===== src/rtl/soc_ahb_apb_bridge.sv =====
// -----------------------------------------------------------------------------
// soc_ahb_apb_bridge
//   AHB-Lite responder / APB initiator. Each accepted word transfer becomes one
//   APB SETUP+ACCESS pair; AHB wait states are held until the APB slave
//   answers, and an APB error (or a non-word AHB size) is returned as the
//   two-cycle AHB ERROR response. All outputs are registered.
//
//   state  | meaning
//   -------+------------------------------------------------------------
//   IDLE   | hreadyout=1, no APB activity, may accept a transfer
//   WDATA  | write data phase, hwdata captured into pwdata at cycle end
//   SETUP  | APB setup: psel=1, penable=0
//   ACCESS | APB access: psel=1, penable=1, wait for pready
//   ERR1   | first ERROR cycle: hresp=1, hreadyout=0
//   ERR2   | second ERROR cycle: hresp=1, hreadyout=1, may accept
//
// Ports
//   fclk, resetn            clock, async active-low reset
//   hsel, haddr, htrans,
//   hsize, hwrite, hready,
//   hwdata                  AHB-Lite responder inputs
//   hreadyout, hrdata, hresp AHB-Lite responder outputs
//   paddr, psel, penable,
//   pwrite, pwdata          APB initiator outputs
//   prdata, pready, pslverr APB initiator inputs
// -----------------------------------------------------------------------------
module soc_ahb_apb_bridge #(
    parameter int ADDR_WIDTH = 12,
    parameter int DATA_WIDTH = 32
) (
    input  logic                  fclk,
    input  logic                  resetn,
    input  logic                  hsel,
    input  logic [31:0]           haddr,
    input  logic [1:0]            htrans,
    input  logic [2:0]            hsize,
    input  logic                  hwrite,
    input  logic                  hready,
    input  logic [DATA_WIDTH-1:0] hwdata,
    output logic                  hreadyout,
    output logic [DATA_WIDTH-1:0] hrdata,
    output logic                  hresp,
    output logic [ADDR_WIDTH-1:0] paddr,
    output logic                  psel,
    output logic                  penable,
    output logic                  pwrite,
    output logic [DATA_WIDTH-1:0] pwdata,
    input  logic [DATA_WIDTH-1:0] prdata,
    input  logic                  pready,
    input  logic                  pslverr
);

    typedef enum logic [2:0] {
        S_IDLE   = 3'd0,
        S_WDATA  = 3'd1,
        S_SETUP  = 3'd2,
        S_ACCESS = 3'd3,
        S_ERR1   = 3'd4,
        S_ERR2   = 3'd5
    } state_t;

    state_t state;
    logic   accept;
    logic   size_word;
    logic   unused_bits;

    assign accept    = hsel & hready & htrans[1];
    assign size_word = (hsize == 3'b010);

    // Upper address bits, byte offset and the SEQ/NONSEQ distinction play no
    // part in the conversion.
    assign unused_bits = ^{haddr[31:ADDR_WIDTH], haddr[1:0], htrans[0]};

    always_ff @(posedge fclk or negedge resetn) begin
        if (!resetn) begin
            state     <= S_IDLE;
            hreadyout <= 1'b1;
            hresp     <= 1'b0;
            hrdata    <= '0;
            psel      <= 1'b0;
            penable   <= 1'b0;
            pwrite    <= 1'b0;
            paddr     <= '0;
            pwdata    <= '0;
        end else begin
            case (state)
                // ERR2 ends the error response exactly like IDLE ends an OKAY
                // one, so both share the accept logic.
                S_IDLE, S_ERR2: begin
                    state     <= S_IDLE;
                    hreadyout <= 1'b1;
                    hresp     <= 1'b0;
                    if (accept) begin
                        paddr     <= {haddr[ADDR_WIDTH-1:2], 2'b00};
                        pwrite    <= hwrite;
                        hreadyout <= 1'b0;
                        if (!size_word) begin
                            state <= S_ERR1;
                            hresp <= 1'b1;
                        end else if (hwrite) begin
                            state <= S_WDATA;
                        end else begin
                            state <= S_SETUP;
                            psel  <= 1'b1;
                        end
                    end
                end
                S_WDATA: begin
                    pwdata <= hwdata;
                    psel   <= 1'b1;
                    state  <= S_SETUP;
                end
                S_SETUP: begin
                    penable <= 1'b1;
                    state   <= S_ACCESS;
                end
                S_ACCESS: begin
                    if (pready) begin
                        psel    <= 1'b0;
                        penable <= 1'b0;
                        if (pslverr) begin
                            hresp <= 1'b1;
                            state <= S_ERR1;
                        end else begin
                            hreadyout <= 1'b1;
                            state     <= S_IDLE;
                            if (!pwrite) begin
                                hrdata <= prdata;
                            end
                        end
                    end
                end
                S_ERR1: begin
                    hreadyout <= 1'b1;
                    state     <= S_ERR2;
                end
                default: begin
                    state     <= S_IDLE;
                    hreadyout <= 1'b1;
                    hresp     <= 1'b0;
                    psel      <= 1'b0;
                    penable   <= 1'b0;
                end
            endcase
        end
    end

endmodule


===== config.mk =====
export PLATFORM = sky130hd
export DESIGN_NAME = soc_ahb_apb_bridge
export DESIGN_NICKNAME = d
export VERILOG_FILES = /design/src/rtl/soc_ahb_apb_bridge.sv
export SDC_FILE = /design/constraint.sdc
export NUM_CORES = 1
export LEC_CHECK = 0
export CAP_MARGIN = 20
export CORE_MARGIN = 5
export CORE_UTILIZATION = 42
export CTS_CLUSTER_SIZE = 12
export DETAILED_ROUTE_END_ITERATION = 8
export PLACE_DENSITY = 0.88
export SLEW_MARGIN = 5
export SYNTH_ARGS = -nofsm -noshare
export SYNTH_HDL_FRONTEND = slang
export SYNTH_SLANG_ARGS = --single-unit

===== constraint.sdc =====
create_clock -name fclk -period 3.4 [get_ports fclk]
set_clock_uncertainty 0.1 [all_clocks]
set_input_delay 0.68 -clock fclk [delete_from_list [all_inputs] [get_ports fclk]]
set_output_delay 0.68 -clock fclk [all_outputs]
set_load 0.02 [all_outputs]

# == After elaboration in Yosys (flattened, before gate mapping) ==
# Cells that the tools add are included.
# totals
latch_bits,0
memories,0
input_bits,108
reg_bits,82
rom_bits,0
output_inout_bits,81
mem_bits_rw,0
elab_cells,62
# op_classes
n_reduce_logical,12
div_mod_pow,0
n_shift,0
addsub,0
bitwise,8
n_mul,0
n_lt_le_gt_ge,0
eq_ne,12
muxes,21
# ops
cell,count
one-hot mux 3 bit (5 select lines),1
two-way mux 3 bit,4
!= test 2 bit (second input constant),6
two-way mux 1 bit,11
== test 3 x 2 -> 1 bit (second input constant),3
one-hot mux 1 bit (3 select lines),3
== test 3 bit (second input constant),2
NOT 1 bit,6
AND reduction 3 bit,2
OR reduction 2 bit,3
AND reduction 5 bit,1
one-hot mux 1 bit (4 select lines),1
AND reduction 2 bit,2
AND reduction 4 bit,1
OR reduction 4 bit,1
== test 3 x 1 -> 1 bit (second input constant),1
zero test 3 bit,1
OR reduction 3 bit,1
bitwise AND 1 bit,2
two-way mux 2 bit,1

# == Longest topological paths before layout ==
# Gate-level depths: netlist of the first run.
# depth
depth_word,4
mapped_depth,6

# == Worst setup path after synthesis of the first run ==
# OpenSTA, ideal clock, no wires.
# synth_path
path_kind,input to register
from,in pslverr
to,reg hrdata[0]
t_arrival_ns,1.790
path_stages,5
slack_ns,1.385
setup_time_ns,0.125
cell_sequence,nand2b_1 or4_4 buf_6 buf_12 mux2_4
# synth_via
elab_chain_len,2
# synth_rtl
element,line,rtl
from (decl),50,input logic pslverr
NOT 1 bit (no source line),--,
AND reduction 4 bit (no source line),--,
to (signal assigned),128,hrdata <= prdata;
to (decl),41,"output logic [DATA_WIDTH-1:0] hrdata,"
# No other way between the ends.
# A chain may end at the register's enable or synchronous reset.

# == Worst setup path in the final report of the first run ==
# layout_path
from,in pready
to,reg hrdata[14]
# layout_via
elab_chain_len,1
# layout_rtl
element,line,rtl
from (decl),49,"input logic pready,"
AND reduction 4 bit (no source line),--,
# No other way between the ends.

==> results of run 1 <==
==> area by class of cell <==
| class | instances | area (sq um) | share of cell area, % |
|---|---|---|---|
| clock buffers | 10 | 128 | 2.42 |
| flip-flops and latches | 82 | 2050 | 38.9 |
| clock inverters | 5 | 80.1 | 1.52 |
| inverters | 3 | 11.3 | 0.214 |
| multi-input cells | 112 | 1200 | 22.8 |
| repair buffers | 166 | 1670 | 31.7 |
| well taps | 102 | 128 | 2.42 |
==> layout by cell type, fill, tap and decap left out, drive strengths merged, types with 2 or more instances in the layout <==
cell type / n
inv: 3
clkbuf: 10
clkinvlp: 2
bufinv: 2
a21oi: 4
nor3b: 2
a222oi: 2
clkdlybuf4s50: 162
nand2: 3
mux2: 75
buf: 4
o21ai: 2
dfrtp: 81
nor2: 2
conb: 2
nor3: 3
==> registers in the layout (all words and copies together), names as in the netlist <==
register	flops
hrdata	32
pwdata	32
paddr	10
state	3
hreadyout	1
hresp	1
penable	1
psel	1
pwrite	1
==> metrics by stage <==
stage	area, sq um	hold WS, ps	std cells	total power, uW	setup slack (ps)
2_1_floorplan	3400	284	211	3200	1380
3_3_place_gp	5040	369	464	4330	722
3_5_place_dp	5040	394	464	4410	704
4_1_cts	5250	413	479	5180	1030
5_1_grt	5270	64.7	480	5410	959
6_report	5270	80.3	480	5120	1020
==> per-layer routing <==
metal | part of all wire [%] | global-route usage, % | wire [um] | up-vias
li1 | - | - | - | 1070
met1 | 40 | 19.8 | 3300 | 1147
met2 | 48 | 28.1 | 3990 | 115
met3 | 10 | 7.64 | 852 | 12
met4 | 1.7 | 6.30 | 141 | 0
met5 | 0 | 0 | 0 | -
==> worst reg2reg max path: cells and delay by family (launching register included) <==
family	cells	cell delay (ps)
mux	1	380
simple gates	1	500
flops	1	500
buf+inv	2	550
==> power by group through the flow <==
stage	Combinational [uW]	Sequential (uW)	Clock, uW
after detailed placement	2630	1790	0
final	2600	1770	745
after global routing	2750	1840	812
after floorplan	903	2300	0
after global placement	2580	1750	0
after CTS	2640	1780	764
==> kinds of logic after synthesis <==
| logic type | after synthesis | share of synthesized area [%] |
|---|---|---|
| flip-flops | 82 | 60.5 |
| multiplexers | 75 | 28.2 |
| AND/OR/NAND/NOR | 20 | 3.65 |
| buffers and inverters | 17 | 4.17 |
| AO/OA/AOI/OAI | 14 | 3.06 |
| XOR/XNOR | 1 | 0.258 |
| other | 1 | 0.111 |
==> final timing paths <==
kind	from	to	slack (ps)	cells past startpoint
hold / removal	resetn	hrdata[10]	80	1
min in group fclk	pwdata[26]	pwdata[26]	410	1
setup reg to reg	state[2]	pwdata[15]	1260	4
max in group asynchronous	resetn	hreadyout	2490	2
setup / recovery	pready	hrdata[14]	1020	4
hold reg to reg	pwdata[26]	pwdata[26]	410	1
==> run summary, run 1 <==
Status: complete, no violations
Reg clk slew, reported paths: 90 ps
Internal power: 3340 uW
Max Slew Vio Count: 0
Global-route usage over all layers: 17.1%
Cell Rows: 32
CTS Buf Count: 9
Final WL: 8.28 mm
Max_slew headroom: 58.8%
CTS tree: done
Clock Tree Buf Depth: 2
Finish-stage setup viols: 0
Largest cells by area after synthesis: dfrtp_1 60%, mux2_2 15%, mux2_4 13%
First-pass GRT wire length: 13.4 mm
Gate power share: 50.9%
Synth warn: 0
Crit path max fanout: 32
DRC errors left: 0
DP HPWL: 6.24 mm
Max cap viols: 0
Switching part of the total: 34.7%
Mean post-synth cell area: 16.2 sq um
Sink Count: 82
Vias in the first global route: 2,626
Setup CP Type: input port to flop
Chip Height: 99.9 um
GPL Wtd Cong: 0.817
Hold_buf cts: 0
Post-DRT Antenna Nets: 0
Proportion of layout cells with a drive suffix above 1: 25.7%
F_max: 420 MHz
Initial drt markers: 35
Largest net degree at the start of global routing: 83
# diodes: 0
Worst vdd ir: 0.000478 V
CP top delay family: simple AND/OR/NAND/NOR gates
Critical Path AT: 2500 ps
Leakage: 0.00230 uW
Setup crit start kind: input port
Synth top area share: 59.8%
Worst skew pair latency: 330 ps
Fill cell count: 558
RSZ-0062 raised after global routing: false
WL/cell: 17.3 um
Initial Utilization: 43.4%
Net Sw Power: 1780 uW
Final Core Density: 67.5%
Die W: 99.9 um
CTS resizes: 0
Power Density: 970 nW/um^2
Synthesis-to-finish area growth: 55.4%
Count leader, synth: dfrtp_1
Post-route minimum period: 2380 ps
Worst slew pin tran: 618 ps
Hold Crit Class: input port to asynchronous set/reset pin
CP required: 3520 ps
Clock power share: 14.6%
Final Hold Fails: 0
Critical path's slowest cell: or4_4
# Post-CTS Setup Buffers: 0
Number of synthesized flops with an enable pin: 0
Largest area contributor in the netlist: dfrtp_1
Crit end category: flop
# H-tree levels: 3
Sequential-to-total area share from yosys stat: 60.5%
Overflow after GRT: 0
CP Cell Sequence: clkdlybuf4s50_1 -> nand2b_1 -> or4_4 -> mux2_4
I/O pin total: 189
Antenna violations before repair: 0
Distinct cells, synth: 38
Sequential Power Share: 34.6%
CP Buf/Inv Count: 1
Synth Flop Type: dfrtp_1
Final worst path period share: 70.1%
Register bit total from synthesis: 82
Core Area: 7810 sq um
Nets: 482
Setup TNS: 0 ps
Synth Instances: 210
Top post-synthesis cells by count: 81 x dfrtp_1, 44 x mux2_2, 30 x mux2_4
Slowest Stage Delay on Critical Path: 720 ps
Vias/cell: 4.88
Port Buffer Count: 163
TritonRoute pass-1 iters: 4
Synth async-reset ratio: 100%
Vias after detailed routing: 2,344
Root Buffer: clkbuf_8
Die ar.: 9970 sq um
Synth Cell Area: 3390 sq um
No activity file was read; power rests on OpenSTA's default activity.
==> run 2: changes to the inputs <==
--- a/config.mk
+++ b/config.mk
@@ -7,10 +7,10 @@
 export LEC_CHECK = 0
 export CAP_MARGIN = 20
 export CORE_MARGIN = 5
-export CORE_UTILIZATION = 42
+export CORE_UTILIZATION = 39
 export CTS_CLUSTER_SIZE = 12
 export DETAILED_ROUTE_END_ITERATION = 8
-export PLACE_DENSITY = 0.88
+export PLACE_DENSITY = 0.83
 export SLEW_MARGIN = 5
 export SYNTH_ARGS = -nofsm -noshare
 export SYNTH_HDL_FRONTEND = slang
==> constraint.sdc (replaced) <==
create_clock -name fclk -period 2.4 [get_ports fclk]
set_clock_uncertainty 0.1 [all_clocks]
set_input_delay 0.48 -clock fclk [delete_from_list [all_inputs] [get_ports fclk]]
set_output_delay 0.48 -clock fclk [all_outputs]
set_load 0.02 [all_outputs]
==> run 2 against run 1 <==
Setup slack worse by 690 ps. Register-to-register slack worse by 810 ps. Sequential power is 40% higher. Critical path depth is 3 lower. Via count is 0.68% higher. Total power is 43% higher. Critical endpoint is now hreadyout. Largest cell class unchanged.
==> run summary, run 2 (synthesis results as in run 1) <==
Crit path depth: 1
Worst skew pair latency: 340 ps
# Post-CTS Setup Buffers: 0
Multi-input combinational cell area: 1200 sq um
Leakage: 0.00234 uW
Root Buffer: clkbuf_8
Final WL: 8.26 mm
Nets: 488
Port Buffer Count: 163
Slowest Stage Delay on Critical Path: 610 ps
Max Slew Vio Count: 0
Finish-stage setup viols: 0
R2r setup slk: 450 ps
Core Area: 8590 sq um
# diodes: 0
FF/Latch Area: 2050 sq um
RSZ-0062 raised after global routing: false
Die ar.: 10,700 sq um
Initial Utilization: 39.5%
Cell Rows: 34
RR Startpoint: state[1]
Final WS setup: 328 ps
Highest-count cells in the layout ignoring fill and taps: 162 x clkdlybuf4s50_1, 81 x dfrtp_1, 44 x mux2_2
Post-DRT Antenna Nets: 0
Global-route usage over all layers: 15.6%
Max cap viols: 0
Largest net degree at the start of global routing: 46
RR Endpoint: hrdata[8]
Setup TNS: 0 ps
Hold depth: 1
Crit end category: primary output
Die W: 103 um
Status: complete, no violations
Final Cell Area: 5350 sq um
DRC errors left: 0
First-pass GRT wire length: 12.8 mm
GPL Wtd Cong: 0.794
Vias in the first global route: 2,591
Most common cell after layout, fill and taps aside: clkdlybuf4s50_1
Crit path max fanout: 2
Antenna violations before repair: 0
Setup WS pre-CTS: 105 ps
Critical Path AT: 1490 ps
Initial drt markers: 22
Sink Count: 82
Final Hold Fails: 0
Top flop regs: hrdata x32, pwdata x32, paddr x10
Setup crit start kind: flop
DP Area: 5110 sq um
Min-delay src: hrdata[14]
CTS tree: done
Final worst path period share: 86.4%
Setup CP Type: flop to primary output
# H-tree levels: 3
CP top delay family: buffers and inverters
CP required: 1820 ps
Max_slew headroom: 66.6%
Vias after detailed routing: 2,360
CP Buf/Inv Count: 1
Fin Hold WS: 409 ps
Chip Height: 103 um
Clock Tree Buf Depth: 2
Hold Crit Class: flop to flop
Fill cell count: 669
DP HPWL: 6.24 mm
Critical path's slowest cell: clkdlybuf4s50_1
Critical path capture point: hreadyout
TritonRoute pass-1 iters: 4
WL/cell: 16.8 um
Synthesis-to-finish area growth: 57.6%
Critical Path Source: hreadyout
Worst vdd ir: 0.000638 V
Power Density: 1370 nW/um^2
Post-route minimum period: 2070 ps
Vias/cell: 4.79
I/O pin total: 189
Overflow after GRT: 0
Worst reg2reg path depth: 4
CTS Buf Count: 9
CP Cell Sequence: clkdlybuf4s50_1
F_max: 483 MHz
Worst slew pin tran: 501 ps
Reg clk slew, reported paths: 70 ps
Proportion of layout cells with a drive suffix above 1: 26.5%
-- run 2: cell count changes in the layout (fill, tap and decap cells not counted), sizes merged --
cell	previous run	this run
clkbuf	10	12
clkinv	1	0
dlygate4sd3	0	1
buf	4	9
-- run 2: repair_timing --
| item | in CTS | in global routing |
|---|---|---|
| endpoints found under the hold margin | 11 | 0 |
| resized for setup | 0 | 0 |
| hold buffers | 1 | 0 |
-- run 2: report_power, final --
| part | switching, uW | internal (uW) |
|---|---|---|
| sequential | 404 | 2080 |
| combinational | 1640 | 2110 |
| clock | 474 | 616 |
-- run 2: worst min-delay path by stage --
stage	endpoint	slack, ps
finish	hrdata[14]	410
global route	hrdata[13]	420
CTS	hrdata[13]	410
detailed placement	hrdata[0]	380
global placement	hrdata[0]	370
floorplan	hrdata[0]	80
-- run 2: layout make-up --
cell class / instances / area share (%)
multi-input cells: 112 / 22.5
clock buffers: 12 / 2.72
repair buffers: 172 / 32.3
well taps: 108 / 2.53
inverters: 3 / 0.211
clock inverters: 4 / 1.40
flip-flops and latches: 82 / 38.4
-- run 2: per-layer routing --
metal | routed length (um) | track usage [%] | up-vias
met5 | 0 | 0 | -
met4 | 65 | 5.08 | 0
met2 | 4020 | 26.2 | 111
li1 | - | - | 1083
met1 | 3300 | 18.2 | 1160
met3 | 867 | 6.17 | 6
-- run 2: through the flow --
stage	total power, uW	instances	util, %
5_1_grt	7740	493	62.2
3_5_place_dp	6290	476	59.5
4_1_cts	7420	493	62.2
6_report	7320	493	62.2
2_1_floorplan	4530	211	-
3_3_place_gp	6180	476	59.5
